File: config.mk
export PLATFORM = sky130hd
export DESIGN_NAME = if_prefetch_stage
export DESIGN_NICKNAME = d
export VERILOG_FILES = /design/src/rtl/base_core_defines.sv /design/src/rtl/if_prefetch_fifo.sv /design/src/rtl/if_prefetch_stage.sv
export SDC_FILE = /design/constraint.sdc
export NUM_CORES = 1
export LEC_CHECK = 0
export BUFFER_PORTS_ARGS = -buffer_cell sky130_fd_sc_hd__buf_2
export CORE_ASPECT_RATIO = 1.5
export CORE_MARGIN = 2
export CORE_UTILIZATION = 52
export DETAILED_ROUTE_END_ITERATION = 16
export PLACE_DENSITY = 0.75
export SETUP_SLACK_MARGIN = 0.3
export SLEW_MARGIN = 20
export SYNTH_ARGS = -nofsm -noshare
export SYNTH_HDL_FRONTEND = slang
export SYNTH_SLANG_ARGS = --single-unit
File: constraint.sdc
create_clock -name clk -period 3.2 [get_ports clk]
set_clock_uncertainty 0.05 [all_clocks]
set_input_delay 0.48 -clock clk [delete_from_list [all_inputs] [get_ports clk]]
set_output_delay 0.48 -clock clk [all_outputs]
set_load 0.03 [all_outputs]
File: src/rtl/base_core_defines.sv
// Shared definitions for the base core: ISA constants, enable levels and
// the instruction-fetch FSM encodings.
package base_core_defines;

  localparam int WORD_DATA_W = 32;
  localparam logic [WORD_DATA_W-1:0] ISA_NOP = 32'h0000_0000;

  localparam logic ENABLE  = 1'b1;
  localparam logic DISABLE = 1'b0;

  typedef enum logic [0:0] {
    IF_ST_RUN  = 1'b0,
    IF_ST_FULL = 1'b1
  } if_state_e;

endpackage

File: src/rtl/if_prefetch_fifo.sv
// DEPTH x WIDTH synchronous FIFO with clear; head is visible combinationally.
// A push into a full FIFO is accepted only when a pop happens in the same cycle.
module if_prefetch_fifo #(
  parameter int DEPTH = 4,
  parameter int WIDTH = 64
) (
  input  logic                     clk,
  input  logic                     reset_,
  input  logic                     push_i,
  input  logic                     pop_i,
  input  logic                     clear_i,
  input  logic [WIDTH-1:0]         wdata_i,
  output logic [WIDTH-1:0]         rdata_o,
  output logic [$clog2(DEPTH):0]   count_o,
  output logic                     empty_o,
  output logic                     full_o
);

  localparam int PTR_W = $clog2(DEPTH);

  logic [WIDTH-1:0] mem_q [DEPTH];
  logic [PTR_W-1:0] wr_ptr_q, rd_ptr_q;
  logic [PTR_W:0]   count_q, count_d;
  logic             do_push, do_pop;

  assign empty_o = (count_q == '0);
  assign full_o  = (count_q == (PTR_W+1)'(DEPTH));
  assign do_pop  = pop_i && !empty_o;
  assign do_push = push_i && (!full_o || do_pop);
  assign count_d = count_q + (PTR_W+1)'(do_push) - (PTR_W+1)'(do_pop);
  assign rdata_o = mem_q[rd_ptr_q];
  assign count_o = count_q;

  always_ff @(posedge clk or negedge reset_) begin
    if (!reset_) begin
      wr_ptr_q <= '0;
      rd_ptr_q <= '0;
      count_q  <= '0;
    end else if (clear_i) begin
      wr_ptr_q <= '0;
      rd_ptr_q <= '0;
      count_q  <= '0;
    end else begin
      if (do_push) wr_ptr_q <= wr_ptr_q + 1'b1;
      if (do_pop)  rd_ptr_q <= rd_ptr_q + 1'b1;
      count_q <= count_d;
    end
  end

  // Storage carries no reset; only entries covered by count_q are ever read.
  always_ff @(posedge clk) begin
    if (do_push && !clear_i) mem_q[wr_ptr_q] <= wdata_i;
  end

endmodule

File: src/rtl/if_prefetch_stage.sv
// Instruction fetch stage with a DEPTH-entry prefetch FIFO and a pipelined
// req/gnt/rvalid memory port. Define IF_BYPASS_EN to let a response go straight
// into IF/ID when the FIFO is empty and nothing is being discarded.
//
//   state      | meaning
//   IF_ST_RUN  | requests allowed while fifo_count + outstanding < DEPTH
//   IF_ST_FULL | every slot reserved by FIFO data or in-flight fetches
module if_prefetch_stage
  import base_core_defines::*;
#(
  parameter int                ADDR_W   = 32,
  parameter int                DATA_W   = 32,
  parameter int                DEPTH    = 4,
  parameter logic [ADDR_W-1:0] RESET_PC = '0
) (
  input  logic              clk,
  input  logic              reset_,
  output logic              mem_req,
  output logic [ADDR_W-3:0] mem_addr,
  input  logic              mem_gnt,
  input  logic              mem_rvalid,
  input  logic [DATA_W-1:0] mem_rd_data,
  input  logic              stall,
  input  logic              flush,
  input  logic [ADDR_W-1:0] new_pc,
  input  logic              br_taken,
  input  logic [ADDR_W-1:0] br_addr,
  output logic [ADDR_W-1:0] pc,
  output logic [ADDR_W-1:0] if_pc,
  output logic [DATA_W-1:0] if_insn,
  output logic              if_en
);

  localparam int CNT_W = $clog2(DEPTH) + 1;
  localparam int ENT_W = DATA_W + ADDR_W;
  localparam logic [CNT_W:0]      DEPTH_C = (CNT_W+1)'(DEPTH);
  localparam logic [DATA_W-1:0]   NOP     = DATA_W'(ISA_NOP);
  localparam logic [ADDR_W-1:0]   STEP    = ADDR_W'(32'd4);

  if_state_e         state_q, state_d;
  logic [ADDR_W-1:0] pc_q, pc_d, rsp_pc_q, rsp_pc_d, if_pc_q, if_pc_d;
  logic [DATA_W-1:0] if_insn_q, if_insn_d;
  logic              if_en_q, if_en_d, mem_req_q, mem_req_d;
  logic [CNT_W-1:0]  outst_q, outst_d, discard_q, discard_d;
  logic [CNT_W-1:0]  fifo_cnt, fifo_cnt_d;
  logic [CNT_W:0]    inflight_d;
  logic              fifo_empty, fifo_full;
  logic [ENT_W-1:0]  fifo_head, fifo_wdata;
  logic              redirect, gnt_acc, rsp_acc, drop, bypass, push, pop;
  logic [ADDR_W-1:0] target;

  assign redirect = flush || br_taken;
  assign target   = flush ? new_pc : br_addr;
  assign gnt_acc  = mem_req_q && mem_gnt;
  assign rsp_acc  = mem_rvalid && (outst_q != '0);
  assign drop     = rsp_acc && (discard_q != '0);
  assign pop      = !stall && !redirect && !fifo_empty;

`ifdef IF_BYPASS_EN
  assign bypass = rsp_acc && !drop && fifo_empty && !stall && !redirect;
`else
  assign bypass = 1'b0;
`endif

  assign push       = rsp_acc && !drop && !bypass && !redirect && (!fifo_full || pop);
  // rsp_pc_q tracks the address of the next response that will be kept.
  assign fifo_wdata = {mem_rd_data, rsp_pc_q + STEP};

  if_prefetch_fifo #(.DEPTH(DEPTH), .WIDTH(ENT_W)) u_fifo (
    .clk     (clk),
    .reset_  (reset_),
    .push_i  (push),
    .pop_i   (pop),
    .clear_i (redirect),
    .wdata_i (fifo_wdata),
    .rdata_o (fifo_head),
    .count_o (fifo_cnt),
    .empty_o (fifo_empty),
    .full_o  (fifo_full)
  );

  always_comb begin
    state_d    = state_q;
    pc_d       = pc_q;
    rsp_pc_d   = rsp_pc_q;
    if_pc_d    = if_pc_q;
    if_insn_d  = if_insn_q;
    if_en_d    = if_en_q;
    outst_d    = outst_q + CNT_W'(gnt_acc) - CNT_W'(rsp_acc);
    discard_d  = drop ? discard_q - 1'b1 : discard_q;
    fifo_cnt_d = fifo_cnt + CNT_W'(push) - CNT_W'(pop);

    if (gnt_acc) pc_d = pc_q + STEP;
    if (rsp_acc && !drop) rsp_pc_d = rsp_pc_q + STEP;

    if (redirect) begin
      pc_d       = target;
      rsp_pc_d   = target;
      if_pc_d    = target;
      if_insn_d  = NOP;
      if_en_d    = DISABLE;
      discard_d  = outst_d;
      fifo_cnt_d = '0;
    end else if (!stall) begin
      if (pop) begin
        if_insn_d = fifo_head[ENT_W-1 -: DATA_W];
        if_pc_d   = fifo_head[ADDR_W-1:0];
        if_en_d   = ENABLE;
      end else if (bypass) begin
        if_insn_d = mem_rd_data;
        if_pc_d   = rsp_pc_q + STEP;
        if_en_d   = ENABLE;
      end else begin
        if_insn_d = NOP;
        if_en_d   = DISABLE;
      end
    end

    inflight_d = {1'b0, fifo_cnt_d} + {1'b0, outst_d};
    case (state_q)
      IF_ST_RUN:  if (inflight_d == DEPTH_C) state_d = IF_ST_FULL;
      IF_ST_FULL: if (inflight_d <  DEPTH_C) state_d = IF_ST_RUN;
      default:    state_d = IF_ST_RUN;
    endcase
    if (redirect) state_d = IF_ST_RUN;
    mem_req_d = (state_d == IF_ST_RUN) && (inflight_d < DEPTH_C);
  end

  always_ff @(posedge clk or negedge reset_) begin
    if (!reset_) state_q <= IF_ST_RUN;
    else         state_q <= state_d;
  end

  always_ff @(posedge clk or negedge reset_) begin
    if (!reset_) begin
      pc_q      <= RESET_PC;
      rsp_pc_q  <= RESET_PC;
      if_pc_q   <= RESET_PC;
      if_insn_q <= NOP;
      if_en_q   <= DISABLE;
      mem_req_q <= DISABLE;
      outst_q   <= '0;
      discard_q <= '0;
    end else begin
      pc_q      <= pc_d;
      rsp_pc_q  <= rsp_pc_d;
      if_pc_q   <= if_pc_d;
      if_insn_q <= if_insn_d;
      if_en_q   <= if_en_d;
      mem_req_q <= mem_req_d;
      outst_q   <= outst_d;
      discard_q <= discard_d;
    end
  end

  assign mem_req  = mem_req_q;
  assign mem_addr = pc_q[ADDR_W-1:2];
  assign pc       = pc_q;
  assign if_pc    = if_pc_q;
  assign if_insn  = if_insn_q;
  assign if_en    = if_en_q;

endmodule

Word-level counts from Yosys, hierarchy flattened
Memories as Yosys holds them, arrays and structs flattened.
Cells that the tools add are included.
{"block": "word_totals", "ff_bits": 144, "latch_bits": 0, "mem_bits_rw": 256, "mem_bits_ro": 0, "inputBits": 103, "output_inout_bits": 128, "word_cells": 89, "mem_count": 1}
{"memory": "u_fifo.mem_q", "words": 4, "width": 64, "rd": 1, "rd_clocked_by_memory_dff": 0, "write_ports": 1, "line": "if_prefetch_fifo.sv:21", "rtl": "logic [WIDTH-1:0] mem_q [DEPTH];"}
{"block": "op_classes", "add_sub_neg": 12, "mul": 0, "n_div": 0, "magnitude_cmp": 1, "eq_ne": 3, "n_shift": 0, "mux": 28, "bitwise": 2, "n_reduce_logical": 30}
{"operator": "32-bit two-way mux", "count": 11}
{"operator": "32-bit by 3-bit adder with 32-bit output, second input constant", "count": 2}
{"operator": "1-bit logical AND", "count": 12}
{"operator": "3-bit two-way mux", "count": 4}
{"operator": "2-bit nonzero test", "count": 6}
{"operator": "3-bit by 1-bit adder with 3-bit output", "count": 3}
{"operator": "3-bit by 1-bit subtractor with 3-bit output", "count": 3}
{"operator": "1-bit two-way mux", "count": 8}
{"operator": "2-bit two-way mux", "count": 4}
{"operator": "3-bit nonzero test", "count": 2}
{"operator": "1-bit logical NOT", "count": 5}
{"operator": "2-bit by 1-bit adder with 2-bit output, second input constant", "count": 2}
{"operator": "3-bit by 3-bit adder with 4-bit output", "count": 1}
{"operator": "4-bit by 3-bit == test with 1-bit output, second input constant", "count": 1}
{"operator": "4-bit by 3-bit < comparator with 1-bit output, second input constant", "count": 1}
{"operator": "3-bit == test, second input constant", "count": 1}
{"operator": "3-bit logical NOT", "count": 1}
{"operator": "1-bit logical OR", "count": 3}
{"operator": "3-bit by 1-bit subtractor with 3-bit output, second input constant", "count": 1}
{"operator": "2-bit by 1-bit != test with 1-bit output, second input constant", "count": 1}
{"operator": "1-bit NOT", "count": 2}
{"operator": "1-bit case mux with 2 select lines", "count": 1}
{"operator": "2-bit AND reduction", "count": 1}

Depth between registers and ports, before layout
{"block": "logic_depth", "ltp_word": 17, "ltp_mapped": 17, "depth_no_buf": 14}

Hierarchy
From an unflattened synthesis, not the netlist that was laid out.
{"block": "unflattened", "hier_cells": 1200, "area_unflattened_um2": 17345.4}
{"module": "if_prefetch_fifo", "n_inst": 1, "cells_each": 379, "area_each_um2": 9718.1, "seq_area_each_um2": 7862.5}
{"module": "if_prefetch_stage", "n_inst": 1, "cells_each": 821, "area_each_um2": 7627.3, "seq_area_each_um2": 3353.2}

Worst setup path before layout
OpenSTA, ideal clock, no wires.
{"block": "synth_timing", "path_type": "input to register", "from": "input port br_taken", "to": "register mem_req_q, in the netlist mem_req", "setup_ns": 0.119, "arrival_ns": 3.395, "t_required_ns": 3.031, "slack_ns": -0.364, "cell_stages": 15, "path_buffers": 4, "path_cell_list": "buf_2 -> or2_2 -> clkbuf_1 -> clkbuf_8 -> clkbuf_1 -> nor2_1 -> ha_1 -> inv_1 -> ha_1 -> inv_1 -> fa_1 -> or3_1 -> fa_1 -> xor2_1 -> and2_1"}
{"block": "synth_between", "elab_chain_len": 16, "word_cells_on_any_way": 19, "cone_classes": "add/sub (3); order compare (1); eq/ne (1); mux (5); bitwise (1); reduce/logical (8)"}
{"element": "start, declared", "line": "if_prefetch_stage.sv:26", "rtl": "input logic br_taken,"}
{"element": "1-bit logical OR (*)", "line": "if_prefetch_stage.sv:52", "rtl": "assign redirect = flush || br_taken;"}
{"element": "1-bit logical NOT", "line": "if_prefetch_stage.sv:57, if_prefetch_stage.sv:65"}
{"element": "1-bit logical AND (2 in series)", "line": "if_prefetch_stage.sv:57", "rtl": "assign pop = !stall && !redirect && !fifo_empty;"}
{"element": "1-bit logical OR", "line": "if_prefetch_stage.sv:65", "rtl": "assign push = rsp_acc && !drop && !bypass && !redirect && (!fifo_full || pop);"}
{"element": "1-bit logical AND", "line": "if_prefetch_stage.sv:65"}
{"element": "3-bit by 1-bit adder with 3-bit output", "line": "if_prefetch_stage.sv:91", "rtl": "fifo_cnt_d = fifo_cnt + CNT_W'(push) - CNT_W'(pop);"}
{"element": "3-bit by 1-bit subtractor with 3-bit output", "line": "if_prefetch_stage.sv:91"}
{"element": "3-bit two-way mux", "line": "if_prefetch_stage.sv:96", "rtl": "if (redirect) begin"}
{"element": "3-bit by 3-bit adder with 4-bit output", "line": "if_prefetch_stage.sv:119", "rtl": "inflight_d = {1'b0, fifo_cnt_d} + {1'b0, outst_d};"}
{"element": "4-bit by 3-bit < comparator with 1-bit output / 4-bit by 3-bit == test with 1-bit output (equally long branches)", "line": "if_prefetch_stage.sv:122, if_prefetch_stage.sv:126, if_prefetch_stage.sv:121"}
{"element": "1-bit two-way mux, on equally long branches", "line": "if_prefetch_stage.sv:122, if_prefetch_stage.sv:121"}
{"element": "1-bit case mux with 2 select lines", "line": "if_prefetch_stage.sv:120", "rtl": "case (state_q)"}
{"element": "1-bit two-way mux", "line": "if_prefetch_stage.sv:125", "rtl": "if (redirect) state_d = IF_ST_RUN;"}
{"element": "1-bit NOT", "line": "if_prefetch_stage.sv:126", "rtl": "mem_req_d = (state_d == IF_ST_RUN) && (inflight_d < DEPTH_C);"}
{"element": "1-bit logical AND (*)", "line": "if_prefetch_stage.sv:126"}
{"element": "via mem_req_d", "line": "if_prefetch_stage.sv:43", "rtl": "logic if_en_q, if_en_d, mem_req_q, mem_req_d;"}
{"element": "end signal, assigned", "line": "if_prefetch_stage.sv:150", "rtl": "mem_req_q <= mem_req_d;"}
{"element": "end, declared", "line": "if_prefetch_stage.sv:43"}
Mark *: on every way through the listed nets, which the timed path passes. The rest lies on a longest branch.
A chain may end at the register's enable or synchronous reset.

Worst setup path after layout
{"block": "layout_timing", "from": "register discard_q[0]", "to": "register mem_req_q, in the netlist mem_req"}
{"block": "layout_between", "elab_chain_len": 16, "word_cells_on_any_way": 18, "cone_classes": "add/sub (3); order compare (1); eq/ne (1); mux (5); bitwise (1); reduce/logical (7)"}
{"element": "start, declared", "line": "if_prefetch_stage.sv:44", "rtl": "logic [CNT_W-1:0] outst_q, outst_d, discard_q, discard_d;"}
{"element": "start signal, assigned", "line": "if_prefetch_stage.sv:152", "rtl": "discard_q <= discard_d;"}
{"element": "3-bit nonzero test (*)", "line": "if_prefetch_stage.sv:56", "rtl": "assign drop = rsp_acc && (discard_q != '0);"}
{"element": "1-bit logical AND (*)", "line": "if_prefetch_stage.sv:56"}
{"element": "1-bit logical NOT (*)", "line": "if_prefetch_stage.sv:65"}
{"element": "1-bit logical AND (*) (3 in series)", "line": "if_prefetch_stage.sv:65"}
{"element": "3-bit by 1-bit adder with 3-bit output (*)", "line": "if_prefetch_stage.sv:91"}
{"element": "3-bit by 1-bit subtractor with 3-bit output (*)", "line": "if_prefetch_stage.sv:91"}
{"element": "3-bit two-way mux (*)", "line": "if_prefetch_stage.sv:96"}
{"element": "3-bit by 3-bit adder with 4-bit output (*)", "line": "if_prefetch_stage.sv:119"}
{"element": "4-bit by 3-bit < comparator with 1-bit output / 4-bit by 3-bit == test with 1-bit output (equally long branches)", "line": "if_prefetch_stage.sv:122, if_prefetch_stage.sv:126, if_prefetch_stage.sv:121"}
{"element": "1-bit two-way mux, on equally long branches", "line": "if_prefetch_stage.sv:122, if_prefetch_stage.sv:121"}
{"element": "1-bit case mux with 2 select lines", "line": "if_prefetch_stage.sv:120"}
{"element": "1-bit two-way mux", "line": "if_prefetch_stage.sv:125"}
{"element": "1-bit NOT", "line": "if_prefetch_stage.sv:126"}
{"element": "1-bit logical AND (*)", "line": "if_prefetch_stage.sv:126"}
{"element": "via mem_req_d", "line": "if_prefetch_stage.sv:43"}
Marked as above.

==> impl_metrics.env <==
export IMPL_cts_max_level=2
export IMPL_post_synth_cell_area_avg_um2=14.23
export IMPL_io_pin_count=231
export IMPL_async_set_reset_flop_share_out_of_synthesis_pct=35.52
export IMPL_cts_buffers_inserted=38
export IMPL_clock_sinks=397
export IMPL_unrepaired_setup_endpoints_after_global_routing="yes"
export IMPL_core_area_um2=32740
export IMPL_cp_num_buf_inv=2
export IMPL_synthesis_area_um2=17340
export IMPL_grt_pass1_wl_um=67760
export IMPL_largest_stage_delay_on_the_critical_path_ns=0.42
export IMPL_timing_reg2reg_setup_slack_ns=0.26
export IMPL_clock_root_buffer="sky130_fd_sc_hd__clkbuf_16"
export IMPL_postSynth_topFlopCell="sky130_fd_sc_hd__edfxtp_1"
export IMPL_worstRegToRegCells=12
export IMPL_initial_antenna_violation_count=2
export IMPL_worst_ir_drop_vdd_v=0.0004421
export IMPL_finalWirelength_um=44210
export IMPL_p_per_area_nw_per_um2=597.7
export IMPL_viasPerCell=6.139
export IMPL_final_max_slew_violation_count=0
export IMPL_first_iter_violations=817
export IMPL_critPathArrivalTime_ns=3.31
export IMPL_worst_setup_path_start_kind="flip-flop"
export IMPL_cell_leakage_power_uw=0.007750
export IMPL_finalHoldWorstSlack_ns=0.1096
export IMPL_die_x_um=153.1
export IMPL_timing_critical_path_cells="inv_2 -> ha_4 -> and2b_2 -> nand2_2 -> a311oi_4 -> ha_2 -> inv_1 -> fa_1 -> or3_4 -> fa_2 -> xor2_1 -> and2_1"
export IMPL_power_share_sequential_pct=49.5
export IMPL_end_kind="flip-flop"
export IMPL_multi_input_comb_area_um2=5519
export IMPL_path_delay_family="adder cells"
export IMPL_critical_path_slowest_cell="sky130_fd_sc_hd__fa_1"
export IMPL_ys_seq_area_share_pct=64.67
export IMPL_final_setup_worst_slack_ns=0.2591
export IMPL_first_pass_iters=5
export IMPL_cp_max_fo=2
export IMPL_layout_cells_most_common="sky130_fd_sc_hd__edfxtp_1"
export IMPL_nNetsFinal=1568
export IMPL_grt_ovfl_total=0
export IMPL_pre_cts_slack_ns=-0.02194
export IMPL_floorplan_die_height_um=227.7
export IMPL_p_int_uw=8840
export IMPL_power_share_combinational_pct=13.9
export IMPL_worst_slew_pin_slew_ns=0.7902
export IMPL_floorplan_initialDensity_pct=52.98
export IMPL_postSynthRegisterBits=397
export IMPL_clock_tree_from_tritoncts="yes"
export IMPL_place_congestion=0.9918
export IMPL_min_to="u_fifo.mem_q[0][50]"
export IMPL_std_cell_rows=81
export IMPL_hpwl_um=29890
export IMPL_grt_max_degree=65
export IMPL_clock_share_of_power_pct=36.6
export IMPL_global_route_usage_over_all_layers_pct=25.63
export IMPL_design_die_area_um2=34860
export IMPL_timing_rr_end="mem_req"
export IMPL_power_switching_uw=3264
export IMPL_outcome="complete, no violations"
export IMPL_layout_filler_cells=2467
export IMPL_mostFrequentLayoutCells="sky130_fd_sc_hd__edfxtp_1 (256), sky130_fd_sc_hd__buf_2 (229), sky130_fd_sc_hd__dfrtp_1 (139)"
export IMPL_hold_path_depth=1
export IMPL_setup_total_negative_slack_ns=0
export IMPL_max_slew_margin_rel_pct=47.32
export IMPL_worst_setup_hold_path_clk_slew_ns=0.06
export IMPL_worst_skew_pair_late_latency_ns=0.54
export IMPL_synth_warnings=0
export IMPL_final_cell_area_um2=20250
export IMPL_totalPowerFinal_uw=12100
export IMPL_diodes_inserted=0
export IMPL_drv_max_cap_violation_count=0
export IMPL_num_vias=11590
export IMPL_number_of_hold_violations_in_the_final_report=0
export IMPL_swShare_pct=26.96
export IMPL_syn_instance_count=1219
export IMPL_drc=0
export IMPL_grt_pass1_vias=11860
export IMPL_place_port_buffers=230
export IMPL_worst_setup_path_type="flip-flop to flip-flop"
export IMPL_worstReg2RegStart="discard_q[0]"
export IMPL_number_of_buffers_between_clock_root_and_the_deepest_sink=3
export IMPL_detail_routed_net_length_per_standard_cell_um=23.43
export IMPL_fmaxAchievable_mhz=340.0
export IMPL_period_needed_ns=2.941
export IMPL_hold_path_class="input port to flip-flop"
export IMPL_synthDistinctLibCells=63
export IMPL_synthesis_nets=1343
export IMPL_fin_crit_sh_pct=91.90
export IMPL_drive_above_1_share_pct=30.37
export IMPL_synth_edff_count=256
export IMPL_area_growth_pct=16.76
export IMPL_antenna_left=0
export IMPL_placedInstanceArea_um2=18890
export IMPL_finalSetupViolations=0
export IMPL_final_seq_area_um2=11220
export IMPL_worst_endpoint_required_ns=3.57
export IMPL_hold_path_startpoint="mem_rd_data[18]"
-- sequential cells by signal, summed over array words and instances, names as in the netlist --
name and cells:
discard_q 3, if_en 1, if_insn 32, if_pc 32, mem_req 1, outst_q 3
pc 32, rsp_pc_q 30, u_fifo.count_o 3, u_fifo.mem_q 256, u_fifo.rd_ptr_q 2, u_fifo.wr_ptr_q 2
-- per-layer routing --
metal	vias to the layer above	share of wire (%)	wire, µm	GRT usage, %
li1	5080	-	-	-
met1	5825	36	16120	29.70
met2	531	52	22870	45.42
met3	147	6.0	2635	4.361
met4	2	5.8	2574	14.37
met5	-	0.029	13	0
-- stage by stage --
step / utilization [%] / instances
2_1_floorplan: - / 1219
4_1_cts: 61.73 / 1883
5_1_grt: 61.86 / 1887
3_3_place_gp: 57.72 / 1806
3_5_place_dp: 57.72 / 1806
6_report: 61.86 / 1887
-- cell usage after synthesis, types with 10 or more instances --
cell type / instances / area share (%)
sky130_fd_sc_hd__edfxtp_1: 256 / 44
sky130_fd_sc_hd__dfrtp_1: 141 / 20
sky130_fd_sc_hd__a21oi_1: 92 / 2.7
sky130_fd_sc_hd__o21ai_0: 82 / 2.4
sky130_fd_sc_hd__nor2_1: 72 / 1.6
sky130_fd_sc_hd__mux4_2: 64 / 8.3
sky130_fd_sc_hd__nand2_1: 64 / 1.4
sky130_fd_sc_hd__clkbuf_1: 44 / 0.95
sky130_fd_sc_hd__a22o_1: 34 / 1.7
sky130_fd_sc_hd__buf_4: 34 / 1.5
sky130_fd_sc_hd__nand3_1: 32 / 0.92
sky130_fd_sc_hd__xnor2_1: 31 / 1.6
sky130_fd_sc_hd__a22oi_1: 30 / 1.3
sky130_fd_sc_hd__inv_1: 23 / 0.50
sky130_fd_sc_hd__nand4_1: 20 / 0.72
sky130_fd_sc_hd__xor2_1: 19 / 0.96
sky130_fd_sc_hd__ha_1: 17 / 1.2
sky130_fd_sc_hd__nor3_1: 14 / 0.40
sky130_fd_sc_hd__and2_1: 13 / 0.47
sky130_fd_sc_hd__a2bb2oi_1: 12 / 0.61
sky130_fd_sc_hd__and4_1: 12 / 0.61
sky130_fd_sc_hd__nor4_1: 10 / 0.36
-- worst max path at each step --
stage | startpoint | to | depth (start not counted)
3_3_place_gp | br_taken | mem_req | 12
6_report | discard_q[0] | mem_req | 12
4_1_cts | discard_q[1] | mem_req | 14
5_1_grt | discard_q[1] | mem_req | 12
3_5_place_dp | br_taken | mem_req | 12
2_1_floorplan | br_taken | mem_req | 15
-- power by group through the flow --
stage               clock, µW  combinational [µW]  sequential [µW]
finish                   4430                1680             5990
global route             4700                1830             6010
CTS                      4520                1650             5980
detailed placement          0                1560             6090
global placement            0                1510             6080
floorplan                   0                 902             6190
-- area by class of cell --
type | instances | area share (%)
sequential | 397 | 55.41
multi-input combinational | 698 | 27.26
timing repair buffer | 286 | 8.360
clock buffer | 47 | 4.968
tap | 415 | 2.564
clock inverter | 21 | 1.013
inverter | 23 | 0.4263
-- cell families (layout without fill, tap and decap cells) --
logic type / Yosys count / after routing / share of synthesized area (%)
xor gates and xnor gates: 50 / 50 / 2.525
adders and majority gates: 21 / 21 / 1.688
DFF: 397 / 397 / 64.67
and+or+nand+nor: 276 / 276 / 8.484
muxes: 71 / 71 / 8.730
AOI/OAI and AO/OA: 280 / 280 / 10.01
buffers and inverters: 124 / 377 / 3.889
-- what timing repair did --
action | CTS | global route
setup endpoints to repair | 1 | 1
setup buffers | 8 | 4
resized for setup | 9 | 1
pin swaps | 9 | 4
hold endpoints to repair | 61 | 0
hold buffers | 1 | 0
Note: power is estimated with default switching activity, not from simulation.
